--- config.mk ---
export PLATFORM = sky130hd
export DESIGN_NAME = fpu_ieee_packer
export DESIGN_NICKNAME = d
export VERILOG_FILES = /design/src/rtl/fpu_ieee_packer.sv
export SDC_FILE = /design/constraint.sdc
export NUM_CORES = 1
export LEC_CHECK = 0
export ABC_AREA = 1
export CAP_MARGIN = 0
export CORE_UTILIZATION = 50
export CTS_CLUSTER_SIZE = 20
export DETAILED_ROUTE_END_ITERATION = 16
export HOLD_SLACK_MARGIN = 0.05
export PLACE_DENSITY = 0.81
export SETUP_SLACK_MARGIN = 0.4
export SLEW_MARGIN = 20
export SYNTH_ARGS = -nofsm -noshare
export SYNTH_HDL_FRONTEND = slang
export SYNTH_SLANG_ARGS = --single-unit
--- constraint.sdc ---
create_clock -name clock -period 2.9 [get_ports clock]
set_input_delay 0.435 -clock clock [delete_from_list [all_inputs] [get_ports clock]]
set_output_delay 0.435 -clock clock [all_outputs]
set_load 0.02 [all_outputs]
--- src/rtl/fpu_ieee_packer.sv ---
// Converts FPU results (6-bit exponent, bias 31, 25-bit mantissa) into IEEE-754 single precision
// through a 2-stage valid/ready pipeline. Optional inexact counter is enabled by FPU_PACK_INEXACT_CNT_EN.
module fpu_ieee_packer (
   input  logic        clock,
   input  logic        reset,
   input  logic        in_valid,
   output logic        in_ready,
   input  logic [31:0] data_in,
   input  logic [3:0]  status_in,
   output logic        out_valid,
   input  logic        out_ready,
   output logic [31:0] ieee_out,
   output logic [3:0]  fpu_status_out,
   output logic [3:0]  flags_out
`ifdef FPU_PACK_INEXACT_CNT_EN
   ,
   output logic [15:0] inexact_count
`endif
);

   localparam logic [3:0] FLAG_NAN     = 4'b1000;
   localparam logic [3:0] FLAG_INF     = 4'b0100;
   localparam logic [3:0] FLAG_ZERO    = 4'b0010;
   localparam logic [3:0] FLAG_INEXACT = 4'b0001;

   logic        s2_adv;
   logic        s1_adv;

   logic        s1_valid_q, s1_valid_d;
   logic        s1_sign_q, s1_sign_d;
   logic [7:0]  s1_exp_q, s1_exp_d;
   logic [22:0] s1_frac_q, s1_frac_d;
   logic [3:0]  s1_flags_q, s1_flags_d;
   logic [3:0]  s1_status_q, s1_status_d;

   logic        out_valid_q, out_valid_d;
   logic [31:0] ieee_q, ieee_d;
   logic [3:0]  status_q, status_d;
   logic [3:0]  flags_q, flags_d;

   logic [5:0]  in_exp;
   logic [24:0] in_mant;
   logic        round_up;
   logic [23:0] frac_rnd;
   logic [7:0]  exp_norm;

`ifdef FPU_PACK_INEXACT_CNT_EN
   logic [15:0] cnt_q, cnt_d;
`endif

   always_comb begin
      s2_adv   = !out_valid_q || out_ready;
      s1_adv   = !s1_valid_q || s2_adv;
      in_ready = !s1_valid_q || s1_adv;

      in_exp   = data_in[30:25];
      in_mant  = data_in[24:0];
      // Round to nearest even: guard is mant[1], sticky is mant[0], lsb of the kept fraction is mant[2].
      round_up = in_mant[1] && (in_mant[0] || in_mant[2]);
      frac_rnd = {1'b0, in_mant[24:2]} + {23'b0, round_up};
      // Largest finite input exponent is 62, so 62+96+carry tops out at 159.
      exp_norm = {2'b00, in_exp} + 8'd96 + {7'b0, frac_rnd[23]};

      s1_valid_d  = s1_valid_q;
      s1_sign_d   = s1_sign_q;
      s1_exp_d    = s1_exp_q;
      s1_frac_d   = s1_frac_q;
      s1_flags_d  = s1_flags_q;
      s1_status_d = s1_status_q;

      if (s1_adv) begin
         s1_valid_d = in_valid;
         if (in_valid) begin
            s1_status_d = status_in;
            s1_sign_d   = data_in[31];
            if (in_exp == 6'd0) begin
               s1_exp_d   = 8'h00;
               s1_frac_d  = 23'b0;
               s1_flags_d = FLAG_ZERO;
            end else if (in_exp == 6'd63) begin
               s1_exp_d = 8'hFF;
               if (in_mant == 25'b0) begin
                  s1_frac_d  = 23'b0;
                  s1_flags_d = FLAG_INF;
               end else begin
                  s1_sign_d  = 1'b0;
                  s1_frac_d  = 23'h400000;
                  s1_flags_d = FLAG_NAN;
               end
            end else begin
               s1_exp_d   = exp_norm;
               s1_frac_d  = frac_rnd[22:0];
               s1_flags_d = (in_mant[1:0] != 2'b00) ? FLAG_INEXACT : 4'b0000;
            end
         end
      end

      out_valid_d = out_valid_q;
      ieee_d      = ieee_q;
      status_d    = status_q;
      flags_d     = flags_q;

      if (s2_adv) begin
         out_valid_d = s1_valid_q;
         if (s1_valid_q) begin
            ieee_d   = {s1_sign_q, s1_exp_q, s1_frac_q};
            status_d = s1_status_q;
            flags_d  = s1_flags_q;
         end
      end

`ifdef FPU_PACK_INEXACT_CNT_EN
      cnt_d = cnt_q;
      if (out_valid_q && out_ready && flags_q[0] && (cnt_q != 16'hFFFF)) begin
         cnt_d = cnt_q + 16'd1;
      end
`endif
   end

   always_ff @(posedge clock or posedge reset) begin
      if (reset) begin
         s1_valid_q  <= 1'b0;
         s1_sign_q   <= 1'b0;
         s1_exp_q    <= 8'h00;
         s1_frac_q   <= 23'b0;
         s1_flags_q  <= 4'b0;
         s1_status_q <= 4'b0;
         out_valid_q <= 1'b0;
         ieee_q      <= 32'b0;
         status_q    <= 4'b0;
         flags_q     <= 4'b0;
`ifdef FPU_PACK_INEXACT_CNT_EN
         cnt_q       <= 16'h0000;
`endif
      end else begin
         s1_valid_q  <= s1_valid_d;
         s1_sign_q   <= s1_sign_d;
         s1_exp_q    <= s1_exp_d;
         s1_frac_q   <= s1_frac_d;
         s1_flags_q  <= s1_flags_d;
         s1_status_q <= s1_status_d;
         out_valid_q <= out_valid_d;
         ieee_q      <= ieee_d;
         status_q    <= status_d;
         flags_q     <= flags_d;
`ifdef FPU_PACK_INEXACT_CNT_EN
         cnt_q       <= cnt_d;
`endif
      end
   end

   assign out_valid      = out_valid_q;
   assign ieee_out       = ieee_q;
   assign fpu_status_out = status_q;
   assign flags_out      = flags_q;
`ifdef FPU_PACK_INEXACT_CNT_EN
   assign inexact_count  = cnt_q;
`endif

endmodule
# Word-level counts from Yosys, hierarchy flattened
# Index checks and enable logic that the tools add are counted.
[word_totals]
word_cells = 38
register_bits = 82
out_inout_bits = 42
inputBits = 40
[classes]
addsub = 3
n_eq_ne = 1
n_reduce_logical = 12
muxes = 12
[ops]
columns = ["operator", "count"]
rows = [
  ["$mux W23", 3],
  ["$logic_not A25 Y1", 1],
  ["$add A23 B1 Y24", 1],
  ["$mux W8", 2],
  ["$mux W4", 3],
  ["$add A6 B7 Y8 const B", 1],
  ["$add A8 B1 Y8", 1],
  ["$eq A6 B6 Y1 const B", 1],
  ["$logic_not A6 Y1", 1],
  ["$logic_or A1 B1 Y1", 4],
  ["$mux W1", 4],
  ["$reduce_and A2 Y1", 2],
  ["$logic_not A1 Y1", 2],
  ["$reduce_bool A2 Y1", 1],
  ["$logic_and A1 B1 Y1", 1],
]

# Longest topological paths before layout
# Gate-level depths: netlist of the first run.
[depth]
ltp_word = 6
depth_mapped = 17
ltp_nobuf = 17

# Worst setup path before layout of the first run
# No wires, ideal clock.
[synth_path]
path_type = "input-to-reg"
from = "input port data_in[1]"
to = "register s1_exp_q[6]"
arrival_time_ps = 2051
setup_time_ps = 137
path_slack_ps = 711
cell_stages = 16
n_path_buf = 0
required_ps = 2763
cell_sequence = "inv_1 > nor2_1 > ha_1 > nand3_2 > inv_2 > nand2_4 > nor2_8 > nand3_2 > nor4_2 > ha_1 > ha_1 > nand2_1 > inv_1 > nand2_1 > a21oi_1 > o22ai_1"
[synth_between]
elab_chain_len = 5
[synth_lines]
columns = ["element", "line_no", "rtl"]
rows = [
  ["from (decl)", "8", "input logic [31:0] data_in,"],
  ["$logic_and A1 B1 Y1", "59", "round_up = in_mant[1] && (in_mant[0] || in_mant[2]);"],
  ["$add A23 B1 Y24", "60", "frac_rnd = {1'b0, in_mant[24:2]} + {23'b0, round_up};"],
  ["$add A8 B1 Y8", "62", "exp_norm = {2'b00, in_exp} + 8'd96 + {7'b0, frac_rnd[23]};"],
  ["$mux W8", "80", "end else if (in_exp == 6'd63) begin"],
  ["$mux W8", "76", "if (in_exp == 6'd0) begin"],
  ["to (signal assigned)", "138", "s1_exp_q <= s1_exp_d;"],
  ["to (decl)", "31", "logic [7:0] s1_exp_q, s1_exp_d;"],
]
# No other way between the ends.
# A chain may end at the register's enable or synchronous reset.

# Worst setup path after layout of the first run
[layout_path]
from = "input port data_in[12]"
to = "register s1_exp_q[2]"
[layout_between]
elab_chain_len = 4
[layout_lines]
columns = ["element", "line_no"]
rows = [
  ["$add A23 B1 Y24", "60"],
  ["$add A8 B1 Y8", "62"],
  ["$mux W8", "80"],
  ["$mux W8", "76"],
]
# No other way between the ends.

==> results.md, run 1 <==
- Yosys cell types: 30
- CTS tree: done
- DR vias/cell: 5.16
- Crit-path cells: clkdlybuf4s50_1, nand2_1, nor2_4, nand2_4, nor2_8, nand3_2, nor4_2, ha_2, ha_4, nand2_1, inv_2, nor2_1, o21ai_1, o21ai_1
- EDFF count, synth: 0
- Final critical-path required period: around 2.3 ns
- Antenna cells: 0
- Fraction of layout cells with a size suffix above 1: 16.4%
- TNS Setup: 0 ns
- Final Wtd Congestion: 0.886
- I/O Pins: between 80 and 90
- Register area share after synthesis: 52.1%
- DRT iter0 DRCs: 180
- Fillers: 603
- FFs w/ async S/R, synth: 100%
- Synth Area per Inst: between 8 and 9 um2
- Largest net degree at the start of global routing: 49
- Post-Place Worst Slack: -0.0160 ns
- DRT Pass-1 Iters: 4
- Fmax: between 0.4 and 0.5 GHz
- Die W: 90.8 um
- CTS Sinks: 82
- Antenna violations before repair: 0
- GRT Residual Overflow: 0
- Worst path max stage delay: 0.57 ns
- Final wirelength: 9090 um
- Final net count: 576
- Final worst-path setup slack: between 0.5 and 0.6 ns
- Vias in the first global route: 3275
- Clock Path Buffers: 2
- Initial Util: 51.3%
- Post-synth top flop: dfrtp_1
- Critical Path AT: between 2 and 3 ns
- Routed WL per cell: 14.2 um
- GRT Total Usage: 23.5%
- Number of cell rows: 32
- CP bufs+invs: 2
- Crit-path max FO: 4
- Routed vias: 3295
- Synthesized cell area: approximately 0.004 mm2
- Critical Path End Type: register
- First-pass GRT wire length: 15000 um
- Startpoint Class: input port
- CTS clk-pin slew, worst paths: 0.08 ns
- Max-slew headroom: 71.1%
- Total CTS buffers: 9
- Setup Skew: between 0.01 and 0.015 ns
- Max Cap Viol: 0
- Area delta synth->final: 30.5%
- Final core utilization: between 60% and 70%
- Core ar.: 0.00769 mm2
- Power Density: 653 mW/mm2
- Required time worst endpoint: 3.13 ns
- Post-route clock period utilization: 81.0%
- Cell with the largest stage delay on the worst path: clkdlybuf4s50_1
- Unrepaired setup endpoints after global routing: false
- Syn nets: a little under 500
- Register bit total from synthesis: 82
- Synthesized instance count: 440
- Clock latency on the worst-skew pair: 0.35 ns
- Final hold vios: 0
- Leakage: around 2.4 nW
- # DRC: 0
- Crit path kind: input port to register
- Hold Path Class: input port to async pin
- DRT antenna net count: 0
- Detailed-placement wirelength estimate: 6560 um
- H-tree levels: 3
- Peak VDD IR: 0.000327 V
- Outcome: finished clean
- Die area: 0.00824 mm2
- Syn. warnings: 0
- CTS root buf: clkbuf_8
- Number of buffers added on ports: 81
- Vert. Die Dim: 90.8 um
- Final setup violation count: 0
- Max-slew violation count: 0
- FF-to-FF setup slack: 1.30 ns
- Least-Margin Pin Slew: roughly 0.43 ns
- Largest delay contributor family on the critical path: simple AND/OR/NAND/NOR gates
==> through the flow <==
| step | instance area (um2) | hold slack, ns | power (W) | std cells |
|---|---|---|---|---|
| detailed placement | 4880 | 0.462 | 0.00264 | 618 |
| CTS | 5130 | 0.308 | 0.00339 | 639 |
| finish | 5140 | 0.321 | 0.00336 | 639 |
| global placement | 4880 | 0.458 | 0.00261 | 618 |
| global route | 5140 | 0.324 | 0.00354 | 639 |
| floorplan | 3950 | 0.445 | 0.00211 | 440 |
==> per-layer routing <==
layer  vias up  track usage [%]  wire length, um
li1       1591                -                -
met1      1594             29.0             3790
met2        92             40.0             4690
met3        18             3.87              379
met4         0             11.8              231
met5         -                0                0
==> worst reg2reg max path, stage by stage (launching register included) <==
cell	delay, ns
dfrtp_1	0.41
nand3_2	0.12
nand2_2	0.07
inv_2	0.06
o21ai_2	0.10
nor2_4	0.36
inv_2	0.22
o22ai_1	0.18
==> placed cells by master, fill, tap and decap left out, types with 4 or more instances in the layout <==
cell,instances
nor2_4,6
o22ai_1,10
mux2_2,16
xnor2_1,6
nor3_1,5
clkdlybuf4s50_1,77
nand2_2,8
o21ai_0,36
inv_1,50
nand3_1,23
nor2_1,29
nand3_2,4
inv_2,6
clkbuf_8,10
o21ai_1,9
nand2_1,105
buf_4,12
xor2_1,5
dfrtp_1,82
==> synthesized netlist by cell type (2+ instances only) <==
cell        n  area share, %
nand2_1   107             10
dfrtp_1    82             52
inv_1      52            5.0
o21ai_0    40            5.1
nor2_1     29            2.8
nand3_1    24            3.0
mux2_2     16            4.6
o22ai_1    10            1.6
nand2_2     6           0.95
nor3_1      6           0.76
xnor2_1     6            1.3
buf_2       5           0.63
clkbuf_1    5           0.48
inv_2       5           0.48
nand3_2     5            1.3
nor2_4      5            1.4
o21ai_1     5           0.63
xor2_1      5            1.1
ha_1        4            1.3
nor2_2      4           0.63
buf_6       3           0.86
nand2_4     3           0.86
o21ai_2     3           0.67
a21oi_1     2           0.25
nand4_1     2           0.32
o22ai_2     2           0.63
==> registers in the layout, summed over array words and instances, names as in the netlist <==
signal	flops
s1_flags_q	4
out_valid	1
s1_exp_q	8
s1_status_q	4
fpu_status_out	4
s1_valid_q	1
s1_frac_q	23
s1_sign_q	1
flags_out	4
ieee_out	32
==> worst paths after layout <==
kind                       cells past startpoint            from             end
min in group clock                             2  s1_status_q[3]  s1_status_q[3]
setup / recovery                              14     data_in[12]     s1_exp_q[2]
setup reg to reg                               7       out_valid    s1_frac_q[7]
hold / removal                                 2           reset     ieee_out[1]
hold reg to reg                                2  s1_status_q[3]  s1_status_q[3]
max in group asynchronous                      3           reset    ieee_out[31]
==> final cells by class <==
| type | count | area (um2) | area share (%) |
|---|---|---|---|
| Tap cell | 102 | 128 | 2.48 |
| Timing Repair Buffer | 94 | 920 | 17.9 |
| Sequential cell | 82 | 2050 | 39.9 |
| Clock buffer | 13 | 149 | 2.89 |
| Inverter | 57 | 218 | 4.23 |
| Multi-Input combinational cell | 288 | 1650 | 32.2 |
| Clock inverter | 3 | 23.8 | 0.462 |
==> power by group <==
part / switching [W] / internal [W] / total, W
sequential: 0.000124 / 0.00140 / 0.00152
combinational: 0.000586 / 0.000520 / 0.00111
clock: 0.000395 / 0.000339 / 0.000733
total: 0.00110 / 0.00225 / 0.00336
==> kinds of logic (layout without fill, tap and decap cells) <==
group / after synthesis / in the layout / synth area share (%)
AND/OR/NAND/NOR: 195 / 195 / 23.4
flip-flops: 82 / 82 / 52.1
buffers and inverters: 70 / 167 / 7.40
AO/OA/AOI/OAI: 62 / 62 / 8.86
multiplexers: 16 / 16 / 4.57
XOR/XNOR: 11 / 11 / 2.44
adder cells (fa/ha/maj): 4 / 4 / 1.27
==> timing repair <==
item / CTS / global route
resized for setup: 17 / 3
setup buffers: 5 / 0
pin swaps: 7 / 2
endpoints found under the hold margin: 0 / 0
endpoints found under the setup margin: 3 / 4
hold buffers: 0 / 0
Note: power is estimated with default switching activity, not from simulation.
==> run 2, diff against run 1 <==
==> constraint.sdc (replaced) <==
create_clock -name clock -period 2.2 [get_ports clock]
set_input_delay 0.33 -clock clock [delete_from_list [all_inputs] [get_ports clock]]
set_output_delay 0.33 -clock clock [all_outputs]
set_load 0.02 [all_outputs]
==> run 2 against run 1 <==
  * Global-route usage is 1.0 points higher
  * Clock skew down 0.00050 ns
  * Worst hold slack gained 0.075 ns
  * Routed wire length grew 7.1%
  * Die area unchanged
  * Sequential share of layout area fell by 2.7 points
  * Cell count grew 5.3%
  * Setup slack lost 0.16 ns
  * Count of clock-buffer cells in the layout decreased by 4
  * Clock power is 57% higher
  * Combinational power is 38% higher
  * Core utilization rose by 4.9 points
==> results.md, run 2 (synthesis results as in run 1) <==
- GRT Residual Overflow: 0 (unchanged)
- RR Startpoint: out_valid (unchanged)
- Final setup violation count: 0 (unchanged)
- Most common cell after layout, fill and taps aside: nand2_1 (unchanged)
- # DRC: 0 (unchanged)
- H-tree levels: 3 (unchanged)
- DRT iter0 DRCs: 200 (was 180)
- Final Wtd Congestion: 0.900 (was 0.886)
- Hold Buf Count CTS: 0 (unchanged)
- Largest net degree at the start of global routing: 83 (was 49)
- Fmax: 0.552 GHz
- Vert. Die Dim: 90.8 um (unchanged)
- Critical Path AT: 2.10 ns (was 2.58 ns)
- Post-Place Worst Slack: -0.537 ns (was -0.0160 ns)
- Initial Util: 51.3% (unchanged)
- Vias in the first global route: 3404 (was 3275)
- Number of cell rows: 32 (unchanged)
- CTS Sinks: 82 (unchanged)
- Sw frac: 31.9% (was 32.9%)
- Least-Margin Pin Slew: 0.458 ns (was 0.432 ns)
- Max Cap Viol: 0 (unchanged)
- Peak VDD IR: 0.000475 V (was 0.000327 V)
- CTS tree: done (unchanged)
- Final core utilization: 71.8% (was 66.9%)
- Post-route clock period utilization: roughly 82%
- Unrepaired setup endpoints after global routing: true (was false)
- Reg area: 0.00205 mm2 (unchanged)
- DR vias/cell: 5.14 (was 5.16)
- Final critical-path required period: ~1.8 ns
- Total CTS buffers: 9 (unchanged)
- Final Cell Area: 0.00552 mm2 (was 0.00514 mm2)
- Crit path kind: input port to register (unchanged)
- Die area: 0.00824 mm2 (unchanged)
- Antenna cells: 0 (unchanged)
- Max-slew violation count: 0 (unchanged)
- Area of the multi-input gates: 0.00172 mm2 (was 0.00165 mm2)
- Cell with the largest stage delay on the worst path: dlygate4sd2_1 (was clkdlybuf4s50_1)
- CTS root buf: clkbuf_8 (unchanged)
- DRT Pass-1 Iters: 4 (unchanged)
- First-pass GRT wire length: 15900 um (was 15000 um)
- Fraction of layout cells with a size suffix above 1: 24.9% (was 16.4%)
- Largest delay contributor family on the critical path: simple AND/OR/NAND/NOR gates (unchanged)
- Comb pwr share: 32.6% (was 32.9%)
- Final net count: 611 (was 576)
- CTS clk-pin slew, worst paths: 0.09 ns (was 0.08 ns)
- Die W: 90.8 um (unchanged)
- Crit-path max FO: 3 (was 4)
- Final worst-path setup slack: 0.390 ns (was 0.550 ns)
- Area delta synth->final: 40.1% (was 30.5%)
- Largest register FFs: 32 (unchanged)
- Outcome: finished clean (unchanged)
- Hold Path Class: input port to register (was input port to async pin)
- Placed Area: 0.00515 mm2 (was 0.00488 mm2)
- Crit-path cells: dlygate4sd2_1, nand2_2, nor2_4, nand2_4, nor2_8, nand3_4, nor4_4, ha_2, ha_4, nand2_2, inv_2, nand2_1, nand2_1, o21ai_1, o21ai_1 (was clkdlybuf4s50_1, nand2_1, nor2_4, nand2_4, nor2_8, nand3_2, nor4_2, ha_2, ha_4, nand2_1, inv_2, nor2_1, o21ai_1, o21ai_1)
- Leakage: 2.65 nW (was 2.42 nW)
- CP bufs+invs: 2 (unchanged)
- Worst path max stage delay: 0.26 ns (was 0.57 ns)
- Power Density: 848 mW/mm2 (was 653 mW/mm2)
- Final wirelength: 9730 um (was 9090 um)
- NetSw: 0.00149 W (was 0.00110 W)
- Max-slew headroom: 69.3% (was 71.1%)
- Setup Skew: 0.0109 ns (was 0.0114 ns)
- Routed vias: 3460 (was 3295)
- Clock Path Buffers: 2 (unchanged)
- GRT Total Usage: 24.6% (was 23.5%)
- Routed WL per cell: 14.5 um (was 14.2 um)
- Share of power burned in registers: 42.8% (was 45.2%)
- Hold Crit Start: data_in[0]
- Detailed-placement wirelength estimate: 6610 um (was 6560 um)
- Final hold vios: 0 (unchanged)
- Startpoint Class: input port (unchanged)
- Crit path from: data_in[10] (was data_in[12])
- Number of buffers added on ports: 81 (unchanged)
- Antenna violations before repair: 0 (unchanged)
- Clock latency on the worst-skew pair: 0.36 ns (was 0.35 ns)
- Internal power: 0.00319 W (was 0.00225 W)
- I/O Pins: 82 (unchanged)
- Core ar.: 0.00769 mm2 (unchanged)
- Required time worst endpoint: 2.49 ns (was 3.13 ns)
- Commonest cells after routing, fill and taps aside: nand2_1 (99), dfrtp_1 (82), clkdlybuf4s50_1 (60) (was nand2_1 (105), dfrtp_1 (82), clkdlybuf4s50_1 (77))
- Clock power share: 24.6% (was 21.8%)
- Critical Path End Type: register (unchanged)
- DRT antenna net count: 0 (unchanged)
- Fillers: 578 (was 603)
[run 2: cell count changes in the layout (fill, tap and decap cells not counted), sizes merged, moves of 2 or more]
cell           before  now
clkbuf             13    9
clkinv              0    3
buf                13   51
clkdlybuf4s50      77   60
dlygate4sd2         3   18
bufinv              0    2
[run 2: per-layer routing]
metal  GRT usage [%]  vias to the layer above  routed length [um]
li1                -                     1659                   -
met1            30.9                     1646                4050
met2            41.9                      122                5010
met3            3.37                       33                 379
met4            11.6                        0                 295
met5               0                        -                   0
[run 2: path summary, 6_finish.rpt]
path | end | slack [ns] | cells past startpoint
max reg2reg | s1_frac_q[14] | 0.79 | 9
max | s1_exp_q[4] | 0.39 | 15
min reg2reg | s1_frac_q[13] | 0.48 | 2
max in group asynchronous | ieee_out[13] | 1.43 | 3
min | s1_flags_q[0] | 0.40 | 5
min in group asynchronous | ieee_out[3] | 0.43 | 3
[run 2: power groups by stage]
stage / Sequential (W) / Clock [W] / Combinational [W]
after floorplan: 0.00229 / 0 / 0.000501
after global placement: 0.00201 / 0 / 0.00147
after global routing: 0.00205 / 0.00122 / 0.00165
final: 0.00201 / 0.00115 / 0.00153
after detailed placement: 0.00203 / 0 / 0.00150
after CTS: 0.00201 / 0.00117 / 0.00151
[run 2: timing repair]
item,in CTS,in global routing
endpoints found under the setup margin,18,18
buffers inserted,6,8
pin swaps,17,9
resized for setup,51,7
[run 2: worst reg2reg max path: cells and delay by family (launching register included)]
kind / cells / cell delay, ns
flops: 1 / 0.40
compound gates: 3 / 0.26
buf+inv: 3 / 0.32
simple gates: 3 / 0.30
[run 2: layout make-up]
cell class              count  area share [%]
clock inverters             6            1.50
inverters                  57            4.21
flip-flops and latches     82            37.2
well taps                 102            2.31
multi-input cells         288            31.1
clock buffers               9            2.24
repair buffers            129            21.5
[run 2: per-stage QoR]
step           hold WS [ns]  total power [W]  setup TNS (ns)  std cells
2_1_floorplan         0.440          0.00279               0        440
5_1_grt               0.424          0.00492               0        673
4_1_cts               0.387          0.00469               0        665
6_report              0.396          0.00469               0        673
3_3_place_gp          0.459          0.00349           -4.33        644
3_5_place_dp          0.470          0.00354           -4.78        644
